<file path="config.mk">
export PLATFORM = sky130hd
export DESIGN_NAME = vga_sdram_prefetcher_flat
export DESIGN_NICKNAME = d
export VERILOG_FILES = /design/src/rtl/vga_sdram_prefetcher_if.sv /design/src/rtl/vga_sdram_prefetcher.sv /design/src/flat_wrapper.sv
export SDC_FILE = /design/constraint.sdc
export NUM_CORES = 1
export LEC_CHECK = 0
export CORE_MARGIN = 4
export CORE_UTILIZATION = 23
export CTS_CLUSTER_SIZE = 25
export DETAILED_ROUTE_END_ITERATION = 16
export PLACE_DENSITY = 0.41
export SLEW_MARGIN = 20
export SYNTH_ARGS = -nofsm -noshare
export SYNTH_HDL_FRONTEND = slang
export SYNTH_SLANG_ARGS = --single-unit
</file>
<file path="constraint.sdc">
create_clock -name iclk_50 -period 4.2 [get_ports iclk_50]
set_input_delay 1.26 -clock iclk_50 [delete_from_list [all_inputs] [get_ports iclk_50]]
set_output_delay 1.26 -clock iclk_50 [all_outputs]
set_load 0.01 [all_outputs]
</file>
<file path="src/rtl/vga_sdram_prefetcher_if.sv">
// SDRAM read port of the VGA prefetcher: one outstanding word read, completed by a one-cycle ack.
interface vga_sdram_prefetcher_if #(
  parameter int ADDR_W = 22,
  parameter int WORD_W = 128
);
  logic              oread_req;
  logic [ADDR_W-1:0] oread_address;
  logic [WORD_W-1:0] iread_data;
  logic              iread_ack;

  modport master (output oread_req, output oread_address, input iread_data, input iread_ack);
  modport slave  (input oread_req, input oread_address, output iread_data, output iread_ack);
endinterface

</file>
<file path="src/rtl/vga_sdram_prefetcher.sv">
// Streams a packed framebuffer from SDRAM through a small prefetch FIFO and unpacks it
// into registered RGB pixels for the VGA controller, with frame resync and sticky underflow.
module vga_sdram_prefetcher #(
  parameter int             H_ACTIVE      = 640,
  parameter int             V_ACTIVE      = 480,
  parameter int             BPP           = 12,
  parameter int             PIX_PER_WORD  = 10,
  parameter int             WORD_W        = 128,
  parameter int             FIFO_DEPTH    = 4,
  parameter int             ADDR_W        = 22,
  parameter logic [BPP-1:0] UNDERFLOW_RGB = '0
) (
  input  logic                             iclk_50,
  input  logic                             ireset_n,
  vga_sdram_prefetcher_if.master           sdram,
  input  logic [ADDR_W-1:0]                i_base_addr,
  input  logic                             i_frame_start,
  input  logic                             i_active_d,
  output logic [BPP/3-1:0]                 o_red,
  output logic [BPP/3-1:0]                 o_green,
  output logic [BPP/3-1:0]                 o_blue,
  output logic                             o_underflow,
  output logic [$clog2(FIFO_DEPTH+1)-1:0]  o_fifo_level
);

  localparam int WORDS_PER_FRAME = H_ACTIVE * V_ACTIVE / PIX_PER_WORD;
  localparam int CNT_W  = (WORDS_PER_FRAME > 1) ? $clog2(WORDS_PER_FRAME) : 1;
  localparam int PIX_W  = (PIX_PER_WORD > 1) ? $clog2(PIX_PER_WORD) : 1;
  localparam int PTR_W  = $clog2(FIFO_DEPTH);
  localparam int LVL_W  = $clog2(FIFO_DEPTH + 1);
  localparam int PACK_W = PIX_PER_WORD * BPP;
  localparam int CH_W   = BPP / 3;

  typedef enum logic [1:0] {
    ST_IDLE,
    ST_REQ,
    ST_DISCARD
  } state_e;

  state_e             state_q;
  logic               req_q;
  logic [ADDR_W-1:0]  addr_q;
  logic [ADDR_W-1:0]  base_q;
  logic [CNT_W-1:0]   word_cnt_q;

  logic [PACK_W-1:0]  mem [FIFO_DEPTH];
  logic [PTR_W-1:0]   wr_ptr_q;
  logic [PTR_W-1:0]   rd_ptr_q;
  logic [LVL_W-1:0]   level_q;
  logic [PIX_W-1:0]   pix_idx_q;
  logic [BPP-1:0]     rgb_q;
  logic               underflow_q;

  logic               fifo_empty;
  logic               pix_last;
  logic               push;
  logic               pop;
  logic [PACK_W-1:0]  head_word;
  logic [BPP-1:0]     head_pixel;

  assign fifo_empty = (level_q == '0);
  assign pix_last   = (pix_idx_q == PIX_W'(PIX_PER_WORD - 1));
  // A frame start kills both the landing word and the pop of the current head.
  assign push       = (state_q == ST_REQ) && sdram.iread_ack && !i_frame_start;
  assign pop        = i_active_d && !i_frame_start && pix_last && !fifo_empty;
  assign head_word  = mem[rd_ptr_q];

  // NOTE: every variable assigned in always_comb gets a default first, so no latch is inferred.
  always_comb begin
    head_pixel = '0;
    for (int k = 0; k < PIX_PER_WORD; k++) begin
      if (pix_idx_q == PIX_W'(k)) head_pixel = head_word[k*BPP +: BPP];
    end
  end

  // Fetch FSM: one outstanding read, request and address held until the ack.
  // NOTE: sequential state uses non-blocking assignments only, so every flop sees pre-edge values.
  always_ff @(posedge iclk_50 or negedge ireset_n) begin
    if (!ireset_n) begin
      state_q    <= ST_IDLE;
      req_q      <= 1'b0;
      addr_q     <= '0;
      base_q     <= '0;
      word_cnt_q <= '0;
    end else if (i_frame_start) begin
      base_q     <= i_base_addr;
      word_cnt_q <= '0;
      if (state_q != ST_IDLE) begin
        if (sdram.iread_ack) begin
          state_q <= ST_IDLE;
          req_q   <= 1'b0;
        end else begin
          state_q <= ST_DISCARD;
        end
      end
    end else begin
      unique case (state_q)
        ST_IDLE: begin
          if (level_q < LVL_W'(FIFO_DEPTH)) begin
            state_q <= ST_REQ;
            req_q   <= 1'b1;
            addr_q  <= base_q + ADDR_W'(word_cnt_q);
          end
        end
        ST_REQ: begin
          if (sdram.iread_ack) begin
            state_q    <= ST_IDLE;
            req_q      <= 1'b0;
            word_cnt_q <= (word_cnt_q == CNT_W'(WORDS_PER_FRAME - 1)) ? '0 : word_cnt_q + 1'b1;
          end
        end
        ST_DISCARD: begin
          if (sdram.iread_ack) begin
            state_q <= ST_IDLE;
            req_q   <= 1'b0;
          end
        end
        default: begin
          state_q <= ST_IDLE;
          req_q   <= 1'b0;
        end
      endcase
    end
  end

  // NOTE: the FIFO storage is not reset; the level and pointers alone define what is valid.
  always_ff @(posedge iclk_50) begin
    if (push) mem[wr_ptr_q] <= sdram.iread_data[PACK_W-1:0];
  end

  always_ff @(posedge iclk_50 or negedge ireset_n) begin
    if (!ireset_n) begin
      wr_ptr_q    <= '0;
      rd_ptr_q    <= '0;
      level_q     <= '0;
      pix_idx_q   <= '0;
      rgb_q       <= '0;
      underflow_q <= 1'b0;
    end else if (i_frame_start) begin
      wr_ptr_q  <= '0;
      rd_ptr_q  <= '0;
      level_q   <= '0;
      pix_idx_q <= '0;
      rgb_q     <= '0;
    end else begin
      if (push) wr_ptr_q <= wr_ptr_q + 1'b1;
      if (pop)  rd_ptr_q <= rd_ptr_q + 1'b1;
      unique case ({push, pop})
        2'b10:   level_q <= level_q + 1'b1;
        2'b01:   level_q <= level_q - 1'b1;
        default: level_q <= level_q;
      endcase
      if (i_active_d) begin
        // The raster index keeps moving on underflow so later words stay pixel-aligned.
        if (fifo_empty) begin
          rgb_q       <= UNDERFLOW_RGB;
          underflow_q <= 1'b1;
        end else begin
          rgb_q <= head_pixel;
        end
        pix_idx_q <= pix_last ? '0 : pix_idx_q + 1'b1;
      end else begin
        rgb_q <= '0;
      end
    end
  end

  generate
    if (PACK_W < WORD_W) begin : g_pad
      logic unused_pad;
      assign unused_pad = ^sdram.iread_data[WORD_W-1:PACK_W];
    end
  endgenerate

  assign sdram.oread_req     = req_q;
  assign sdram.oread_address = addr_q;
  assign o_red               = rgb_q[BPP-1 -: CH_W];
  assign o_green             = rgb_q[2*CH_W-1 -: CH_W];
  assign o_blue              = rgb_q[CH_W-1:0];
  assign o_underflow         = underflow_q;
  assign o_fifo_level        = level_q;

endmodule

</file>
<file path="src/flat_wrapper.sv">
// flat-port wrapper written by rule: the top's interface ports become plain ports
module vga_sdram_prefetcher_flat 
#(
  parameter int             H_ACTIVE      = 640,
  parameter int             V_ACTIVE      = 480,
  parameter int             BPP           = 12,
  parameter int             PIX_PER_WORD  = 10,
  parameter int             WORD_W        = 128,
  parameter int             FIFO_DEPTH    = 4,
  parameter int             ADDR_W        = 22,
  parameter logic [BPP-1:0] UNDERFLOW_RGB = '0
)
  (iclk_50, ireset_n, i_base_addr, i_frame_start, i_active_d, o_red, o_green, o_blue, o_underflow, o_fifo_level, sdram_oread_req, sdram_oread_address, sdram_iread_data, sdram_iread_ack);
  vga_sdram_prefetcher_if #(.ADDR_W(ADDR_W), .WORD_W(WORD_W)) sdram_i ();
  input  logic iclk_50;
  input  logic ireset_n;
  input  logic [ADDR_W-1:0] i_base_addr;
  input  logic i_frame_start;
  input  logic i_active_d;
  output logic [BPP/3-1:0] o_red;
  output logic [BPP/3-1:0] o_green;
  output logic [BPP/3-1:0] o_blue;
  output logic o_underflow;
  output logic [$clog2(FIFO_DEPTH+1)-1:0] o_fifo_level;
  output wire logic [$bits(sdram_i.oread_req)-1:0] sdram_oread_req;
  output wire logic [$bits(sdram_i.oread_address)-1:0] sdram_oread_address;
  input wire logic [$bits(sdram_i.iread_data)-1:0] sdram_iread_data;
  input wire logic [$bits(sdram_i.iread_ack)-1:0] sdram_iread_ack;
  assign sdram_oread_req = sdram_i.oread_req;
  assign sdram_oread_address = sdram_i.oread_address;
  assign sdram_i.iread_data = sdram_iread_data;
  assign sdram_i.iread_ack = sdram_iread_ack;
  vga_sdram_prefetcher #(.H_ACTIVE(H_ACTIVE), .V_ACTIVE(V_ACTIVE), .BPP(BPP), .PIX_PER_WORD(PIX_PER_WORD), .WORD_W(WORD_W), .FIFO_DEPTH(FIFO_DEPTH), .ADDR_W(ADDR_W), .UNDERFLOW_RGB(UNDERFLOW_RGB)) u_core (.iclk_50(iclk_50), .ireset_n(ireset_n), .sdram(sdram_i), .i_base_addr(i_base_addr), .i_frame_start(i_frame_start), .i_active_d(i_active_d), .o_red(o_red), .o_green(o_green), .o_blue(o_blue), .o_underflow(o_underflow), .o_fifo_level(o_fifo_level));
endmodule
</file>
# Word-level counts from Yosys, hierarchy flattened
# Memory sizes are Yosys's and may differ from the RTL's.
# Cells that the tools add are included.
[word_totals]
regBits = 86
latchBits = 0
mem_bits_rw = 480
mem_bits_ro = 0
inputBits = 155
output_inout_bits = 39
wordCells = 100
mem_count = 1
[classes]
addsub = 7
multipliers = 0
div = 0
order_cmp = 1
eq_ne = 17
shift = 0
mux = 39
bitwise_logic = 1
n_reduce_logical = 23
[mem_list]
columns = ["name", "words", "width", "rd", "rd_ports_with_merged_regs", "wr", "line", "text"]
rows = [
  ["u_core.mem", 4, 120, 1, 0, 1, "vga_sdram_prefetcher.sv:46", "logic [PACK_W-1:0] mem [FIFO_DEPTH];"],
]
[ops]
columns = ["operator", "n"]
rows = [
  ["12-bit 2-to-1 mux", 13],
  ["15-bit 2-to-1 mux", 4],
  ["22-bit by 15-bit adder with 22-bit output", 1],
  ["2-bit 2-to-1 mux", 9],
  ["4-bit by 3-bit equality test with 1-bit output, second input constant", 4],
  ["15-bit by 1-bit adder with 15-bit output, second input constant", 1],
  ["15-bit equality test, second input constant", 1],
  ["4-bit 2-to-1 mux", 3],
  ["2-bit nonzero test", 6],
  ["3-bit AND reduction", 3],
  ["4-bit by 2-bit equality test with 1-bit output, second input constant", 2],
  ["4-bit equality test, second input constant", 2],
  ["1-bit 2-to-1 mux", 6],
  ["3-bit one-hot mux with 2 select lines", 1],
  ["1-bit logical AND", 5],
  ["2-bit by 1-bit adder with 2-bit output, second input constant", 2],
  ["4-bit by 1-bit adder with 4-bit output, second input constant", 1],
  ["2-bit by 1-bit equality test with 1-bit output, second input constant", 2],
  ["2-bit equality test, second input constant", 2],
  ["4-bit by 1-bit equality test with 1-bit output, second input constant", 1],
  ["4-bit zero test", 1],
  ["2-bit one-hot mux with 2 select lines", 1],
  ["2-bit AND reduction", 2],
  ["3-bit by 1-bit adder with 3-bit output, second input constant", 1],
  ["other kinds (13)", 14],
]

# Longest topological paths before layout
[logic_depth]
depth_word = 14
ltp_mapped = 10
depth_no_buf = 9

# Worst setup path before layout
# OpenSTA, ideal clock, no wires.
[synth_path]
path_kind = "in2reg"
startpoint = "input port sdram_iread_ack"
endpoint = "memory u_core.mem[0][0] in the netlist's numbering, enable pin"
setup_ns = 0.494
t_arrival_ns = 4.684
path_slack_ns = -0.978
cell_stages = 4
n_path_buf = 2
path_cell_list = "and2_1 clkbuf_1 clkbuf_1 and3_1"
[synth_via]
elab_chain_cells = 4
[synth_rtl]
columns = ["element", "line", "text"]
rows = [
  ["start, declared", "flat_wrapper.sv:28", "input wire logic [$bits(sdram_i.iread_ack)-1:0] sdram_iread_ack;"],
  ["1-bit logical AND (2 in a row)", "vga_sdram_prefetcher.sv:64", "assign push = (state_q == ST_REQ) && sdram.iread_ack && !i_frame_start;"],
  ["1-bit 2-to-1 mux", "vga_sdram_prefetcher.sv:128", "if (push) mem[wr_ptr_q] <= sdram.iread_data[PACK_W-1:0];"],
  ["1-bit 2-to-1 mux (implied by the code)", "vga_sdram_prefetcher.sv:128", ""],
  ["end, declared", "vga_sdram_prefetcher.sv:46", ""],
]
# Every way passes these cells.

# Worst setup path in the final report
[layout_path]
startpoint = "register u_core.level_q[2] (netlist: u_core.o_fifo_level[2])"
endpoint = "output port o_fifo_level[2]"
[layout_rtl]
columns = ["element", "line", "text"]
rows = [
  ["start, declared", "vga_sdram_prefetcher.sv:49", "logic [LVL_W-1:0] level_q;"],
  ["start signal, assigned", "vga_sdram_prefetcher.sv:149", "2'b10: level_q <= level_q + 1'b1;"],
  ["start signal, assigned", "vga_sdram_prefetcher.sv:150", "2'b01: level_q <= level_q - 1'b1;"],
  ["start signal, assigned", "vga_sdram_prefetcher.sv:151", "default: level_q <= level_q;"],
  ["end, declared", "flat_wrapper.sv:24", "output logic [$clog2(FIFO_DEPTH+1)-1:0] o_fifo_level;"],
]
# No word-level cell between the ends.

==> report_table.html <==
<table>
<tr><th>Metric</th><th>Value</th></tr>
<tr><th colspan="2">STA</th></tr>
<tr><td>Worst-case clock skew</td><td>0.02774 ns</td></tr>
<tr><td>Achievable Freq</td><td>0.3320 GHz</td></tr>
<tr><td>Share of the clock period used by the worst path</td><td>71.72%</td></tr>
<tr><td>Setup repair after global routing missed its margin</td><td>false</td></tr>
<tr><td>Actual slew at the worst max-slew pin</td><td>0.9820 ns</td></tr>
<tr><td># setup viols final</td><td>0</td></tr>
<tr><td>Least setup slack across all paths after layout</td><td>1.188 ns</td></tr>
<tr><td>Final critical path time including I/O delays and setup</td><td>3.012 ns</td></tr>
<tr><td>Final Hold Vio Count</td><td>0</td></tr>
<tr><td>Final Slew Violations</td><td>0</td></tr>
<tr><td>Hold_ws</td><td>0.4700 ns</td></tr>
<tr><td>Slew margin rel.</td><td>34.40%</td></tr>
<tr><td>Post-Route Setup TNS</td><td>0 ns</td></tr>
<tr><th colspan="2">Logic synthesis</th></tr>
<tr><td>Count of cell types in the netlist</td><td>67</td></tr>
<tr><td>Top_reg_cell synth</td><td>sky130_fd_sc_hd__edfxtp_1</td></tr>
<tr><td>Share of the synthesized area in compound gates (AO/OA/AOI/OAI)</td><td>5.964%</td></tr>
<tr><td>Leading area contributor after synthesis</td><td>sky130_fd_sc_hd__edfxtp_1</td></tr>
<tr><td>Number of synthesized flops with an enable pin</td><td>480</td></tr>
<tr><td>Net Count, Synth</td><td>1438</td></tr>
<tr><td>YS warnings</td><td>0</td></tr>
<tr><td>Combinational family with the most area after synthesis</td><td>multiplexers</td></tr>
<tr><td>Simple-Gate Fraction of Synth Area</td><td>4.484%</td></tr>
<tr><td>Mapped cell area</td><td>0.02291 mm²</td></tr>
<tr><td>Mean post-synth cell area</td><td>18.21 µm²</td></tr>
<tr><td>Arithmetic-cell share of the synthesized area counting full adders, half adders and majority gates</td><td>1.431%</td></tr>
<tr><td>Fraction of registers with async set or reset after synthesis</td><td>15.19%</td></tr>
<tr><td>Post-synth top area share</td><td>62.92%</td></tr>
<tr><td>Multiplexer share of the synthesized area</td><td>13.45%</td></tr>
<tr><td>Largest cells by area after synthesis</td><td>sky130_fd_sc_hd__edfxtp_1 (63%), sky130_fd_sc_hd__mux4_2 (10%), sky130_fd_sc_hd__dfrtp_1 (9.4%), sky130_fd_sc_hd__mux2_2 (1.4%), sky130_fd_sc_hd__ha_1 (1.3%)</td></tr>
<tr><td>Synthesized flop and latch total</td><td>566</td></tr>
<tr><td>Synth Area in XOR/XNOR</td><td>0.7264%</td></tr>
<tr><td>Part of the Yosys area used for sequential elements</td><td>72.31%</td></tr>
<tr><td>Number of instances in the synthesized netlist</td><td>1258</td></tr>
<tr><th colspan="2">Job</th></tr>
<tr><td>Max-cap check violation count</td><td>0</td></tr>
<tr><th colspan="2">Clocking</th></tr>
<tr><td>Clock-pin slew reported for the worst setup and hold paths after clock tree synthesis</td><td>0.05 ns</td></tr>
<tr><td>CTS Root Buffer Type</td><td>sky130_fd_sc_hd__clkbuf_16</td></tr>
<tr><td>Number of buffers on the longest clock path</td><td>3</td></tr>
<tr><td>TritonCTS Sinks</td><td>566</td></tr>
<tr><td>Clk Latency, worst-skew pair</td><td>0.62 ns</td></tr>
<tr><td>Buffer count from post-CTS setup fixing</td><td>0</td></tr>
<tr><td>Hold buffers post-CTS</td><td>0</td></tr>
<tr><td>H-tree lvl count</td><td>3</td></tr>
<tr><td>Clock tree from TritonCTS</td><td>yes</td></tr>
<tr><td>Number of buffers created by CTS</td><td>69</td></tr>
<tr><td>Post-CTS resize count</td><td>0</td></tr>
<tr><th colspan="2">Floorplan</th></tr>
<tr><td>Number of placement rows</td><td>115</td></tr>
<tr><td>Die width</td><td>323.6 µm</td></tr>
<tr><td>Die outline area</td><td>0.1047 mm²</td></tr>
<tr><td>Overall die height</td><td>323.6 µm</td></tr>
<tr><td>Starting utilization of the core area</td><td>23.24%</td></tr>
<tr><td>Core area</td><td>0.09856 mm²</td></tr>
<tr><td>Top-level port count</td><td>194</td></tr>
<tr><th colspan="2">Setup path</th></tr>
<tr><td>Type of the worst setup path</td><td>reg -&gt; out</td></tr>
<tr><td>Crit path largest cell delay</td><td>0.67 ns</td></tr>
<tr><td>Data arrival, critical path</td><td>1.75 ns</td></tr>
<tr><td>Worst endpoint required time</td><td>2.94 ns</td></tr>
<tr><td>Worst Setup End Kind</td><td>primary output</td></tr>
<tr><td>Maximum fanout count along the critical path</td><td>6</td></tr>
<tr><td>Top delay family on crit path</td><td>buffers and inverters</td></tr>
<tr><td>Crit-path slowest cell</td><td>sky130_fd_sc_hd__clkdlybuf4s50_1</td></tr>
<tr><td>Kind of start point of the critical path</td><td>flip-flop</td></tr>
<tr><td>CP Buf/Inv Count</td><td>1</td></tr>
<tr><td>Crit-path cells</td><td>clkdlybuf4s50_1</td></tr>
<tr><th colspan="2">GRT</th></tr>
<tr><td>Vias in the first global route</td><td>13.09k</td></tr>
<tr><td>Initial antenna violation count</td><td>11</td></tr>
<tr><td>Largest net degree at the start of global routing</td><td>81</td></tr>
<tr><td>Wire length of the first global-routing pass</td><td>89840 µm</td></tr>
<tr><td>Gr usage total</td><td>11.79%</td></tr>
<tr><td>Overall overflow remaining after global route</td><td>0</td></tr>
<tr><th colspan="2">Cells and area</th></tr>
<tr><td>FILL cells</td><td>9657</td></tr>
<tr><td>Area growth, synth to finish</td><td>26.45%</td></tr>
<tr><td>FF/Latch Area</td><td>0.01657 mm²</td></tr>
<tr><td>Area taken by multi-input logic gates</td><td>0.005988 mm²</td></tr>
<tr><td>Total Nets Final</td><td>1682</td></tr>
<tr><td>Most frequent standard cell in the layout excluding fill and tap cells</td><td>sky130_fd_sc_hd__edfxtp_1</td></tr>
<tr><td>Share of the core filled with cells</td><td>29.39%</td></tr>
<tr><td>Share of cells above drive strength 1</td><td>19.16%</td></tr>
<tr><td>Commonest cells after routing, fill and taps aside</td><td>sky130_fd_sc_hd__edfxtp_1 (480), sky130_fd_sc_hd__clkdlybuf4s50_1 (183), sky130_fd_sc_hd__mux4_2 (106)</td></tr>
<tr><th colspan="2">Placed design</th></tr>
<tr><td>Setup WS pre-CTS</td><td>0.6282 ns</td></tr>
<tr><td>RD Place Congestion</td><td>0.7400</td></tr>
<tr><td>Half-perimeter wire length after placement</td><td>41500 µm</td></tr>
<tr><td>IO Port Bufs</td><td>185</td></tr>
<tr><th colspan="2">Pwr</th></tr>
<tr><td>Static power due to leakage</td><td>9.329 nW</td></tr>
<tr><td>Sum of internal, switching and leakage power</td><td>14.03 mW</td></tr>
<tr><td>Worst VDD drop</td><td>0.0002509 V</td></tr>
<tr><td>Pwr/cell area</td><td>484.4 mW/mm²</td></tr>
<tr><th colspan="2">Detailed routing</th></tr>
<tr><td>Average routed wire per standard cell</td><td>21.86 µm</td></tr>
<tr><td>Sum of routed wire length over all layers</td><td>62250 µm</td></tr>
<tr><td>Number of vias in the routed layout</td><td>12.43k</td></tr>
<tr><td>Antenna-violating nets left</td><td>0</td></tr>
<tr><td>DR pass1 iterations</td><td>5</td></tr>
<tr><td>Number of remaining DRC errors</td><td>0</td></tr>
<tr><td>Detailed Route Iter0 Violations</td><td>753</td></tr>
<tr><td>Via/cell ratio</td><td>4.366</td></tr>
<tr><th colspan="2">Worst hold path</th></tr>
<tr><td>Tightest Hold Check Type</td><td>reg -&gt; reg</td></tr>
<tr><th colspan="2">Run status</th></tr>
<tr><td>Status</td><td>finished, final reports clean</td></tr>
</table>
==> worst min-delay path, stage by stage (launching register included) <==
cell                      delay, ns
sky130_fd_sc_hd__dfrtp_1       0.34
sky130_fd_sc_hd__nand2_1       0.05
sky130_fd_sc_hd__nand2_1       0.05
==> kinds of logic (layout without fill, tap and decap cells) <==
group / after synthesis / count (layout)
other: 0 / 5
adder cells (fa/ha/maj): 25 / 25
multiplexers: 162 / 162
XOR/XNOR: 19 / 19
flip-flops: 566 / 566
AO/OA/AOI/OAI: 202 / 202
buffers and inverters: 70 / 367
AND/OR/NAND/NOR: 214 / 214
==> routing by layer <==
| layer | share of wire (%) | vias up | global-route usage [%] | wire (µm) |
|---|---|---|---|---|
| met1 | 44 | 6400 | 15.45 | 27240 |
| met5 | 0.018 | - | 0 | 11 |
| met4 | 2.2 | 2 | 3.338 | 1355 |
| met2 | 48 | 324 | 19.30 | 29770 |
| li1 | - | 5615 | - | - |
| met3 | 6.2 | 89 | 3.157 | 3870 |
==> through the flow <==
step	area [µm²]	cells
floorplan	22910	1258
global placement	26590	2718
detailed placement	26590	2718
CTS	28950	2842
global route	28960	2843
finish	28970	2847
==> synth_stat cells (9+ instances only) <==
| library cell | count |
|---|---|
| sky130_fd_sc_hd__ha_1 | 23 |
| sky130_fd_sc_hd__o22ai_1 | 16 |
| sky130_fd_sc_hd__nand3_1 | 19 |
| sky130_fd_sc_hd__xor2_1 | 10 |
| sky130_fd_sc_hd__nand2_1 | 76 |
| sky130_fd_sc_hd__inv_1 | 13 |
| sky130_fd_sc_hd__o31ai_1 | 11 |
| sky130_fd_sc_hd__and3_1 | 10 |
| sky130_fd_sc_hd__a21oi_1 | 27 |
| sky130_fd_sc_hd__nor2_1 | 45 |
| sky130_fd_sc_hd__xnor2_1 | 9 |
| sky130_fd_sc_hd__o21ai_0 | 45 |
| sky130_fd_sc_hd__mux2i_1 | 22 |
| sky130_fd_sc_hd__o21ai_1 | 12 |
| sky130_fd_sc_hd__clkbuf_1 | 24 |
| sky130_fd_sc_hd__edfxtp_1 | 480 |
| sky130_fd_sc_hd__a22oi_1 | 14 |
| sky130_fd_sc_hd__buf_2 | 16 |
| sky130_fd_sc_hd__nor3_1 | 12 |
| sky130_fd_sc_hd__mux4_2 | 106 |
| sky130_fd_sc_hd__o211ai_1 | 11 |
| sky130_fd_sc_hd__dfrtp_1 | 86 |
| sky130_fd_sc_hd__mux2_2 | 28 |
| sky130_fd_sc_hd__nor2b_1 | 13 |
| sky130_fd_sc_hd__a211oi_1 | 13 |
==> power by group <==
group          internal, mW  leakage (nW)  switching [mW]  total (mW)
Sequential             6.40          5.42           0.140        6.54
Clock                  3.75          1.15            2.38        6.14
Combinational         0.643          2.76           0.711        1.35
Total                  10.8          9.33            3.23        14.0
==> area by class of cell <==
| class | count | area share (%) |
|---|---|---|
| sequential | 566 | 57.22 |
| multi-input combinational | 622 | 20.67 |
| timing repair buffer | 230 | 8.181 |
| clock buffer | 79 | 6.164 |
| tap | 1287 | 5.559 |
| clock inverter | 45 | 1.991 |
| inverter | 13 | 0.1685 |
| antenna | 5 | 0.04319 |
==> flip-flops by register name, indices dropped and copies added, names as in the netlist, 2 cells and up <==
register                    count
u_core.rgb_q                   12
u_core.o_fifo_level             3
u_core.mem                    480
u_core.sdram.oread_address     22
u_core.wr_ptr_q                 2
u_core.word_cnt_q              15
u_core.base_q                  22
u_core.rd_ptr_q                 2
u_core.state_q                  2
u_core.pix_idx_q                4
==> final timing paths <==
path                                                from                       endpoint  slack (ns)  cells after the start
setup / recovery                  u_core.o_fifo_level[2]                o_fifo_level[2]        1.19                      1
hold / removal             u_core.sdram.oread_address[0]  u_core.sdram.oread_address[0]        0.47                      2
setup reg to reg                     u_core.pix_idx_q[2]                u_core.rgb_q[8]        1.23                      4
hold reg to reg            u_core.sdram.oread_address[0]  u_core.sdram.oread_address[0]        0.47                      2
max in group asynchronous                       ireset_n              u_core.base_q[10]        2.75                      2
min in group asynchronous                       ireset_n               u_core.base_q[0]        0.65                      1
No activity file was read; power rests on OpenSTA's default activity.
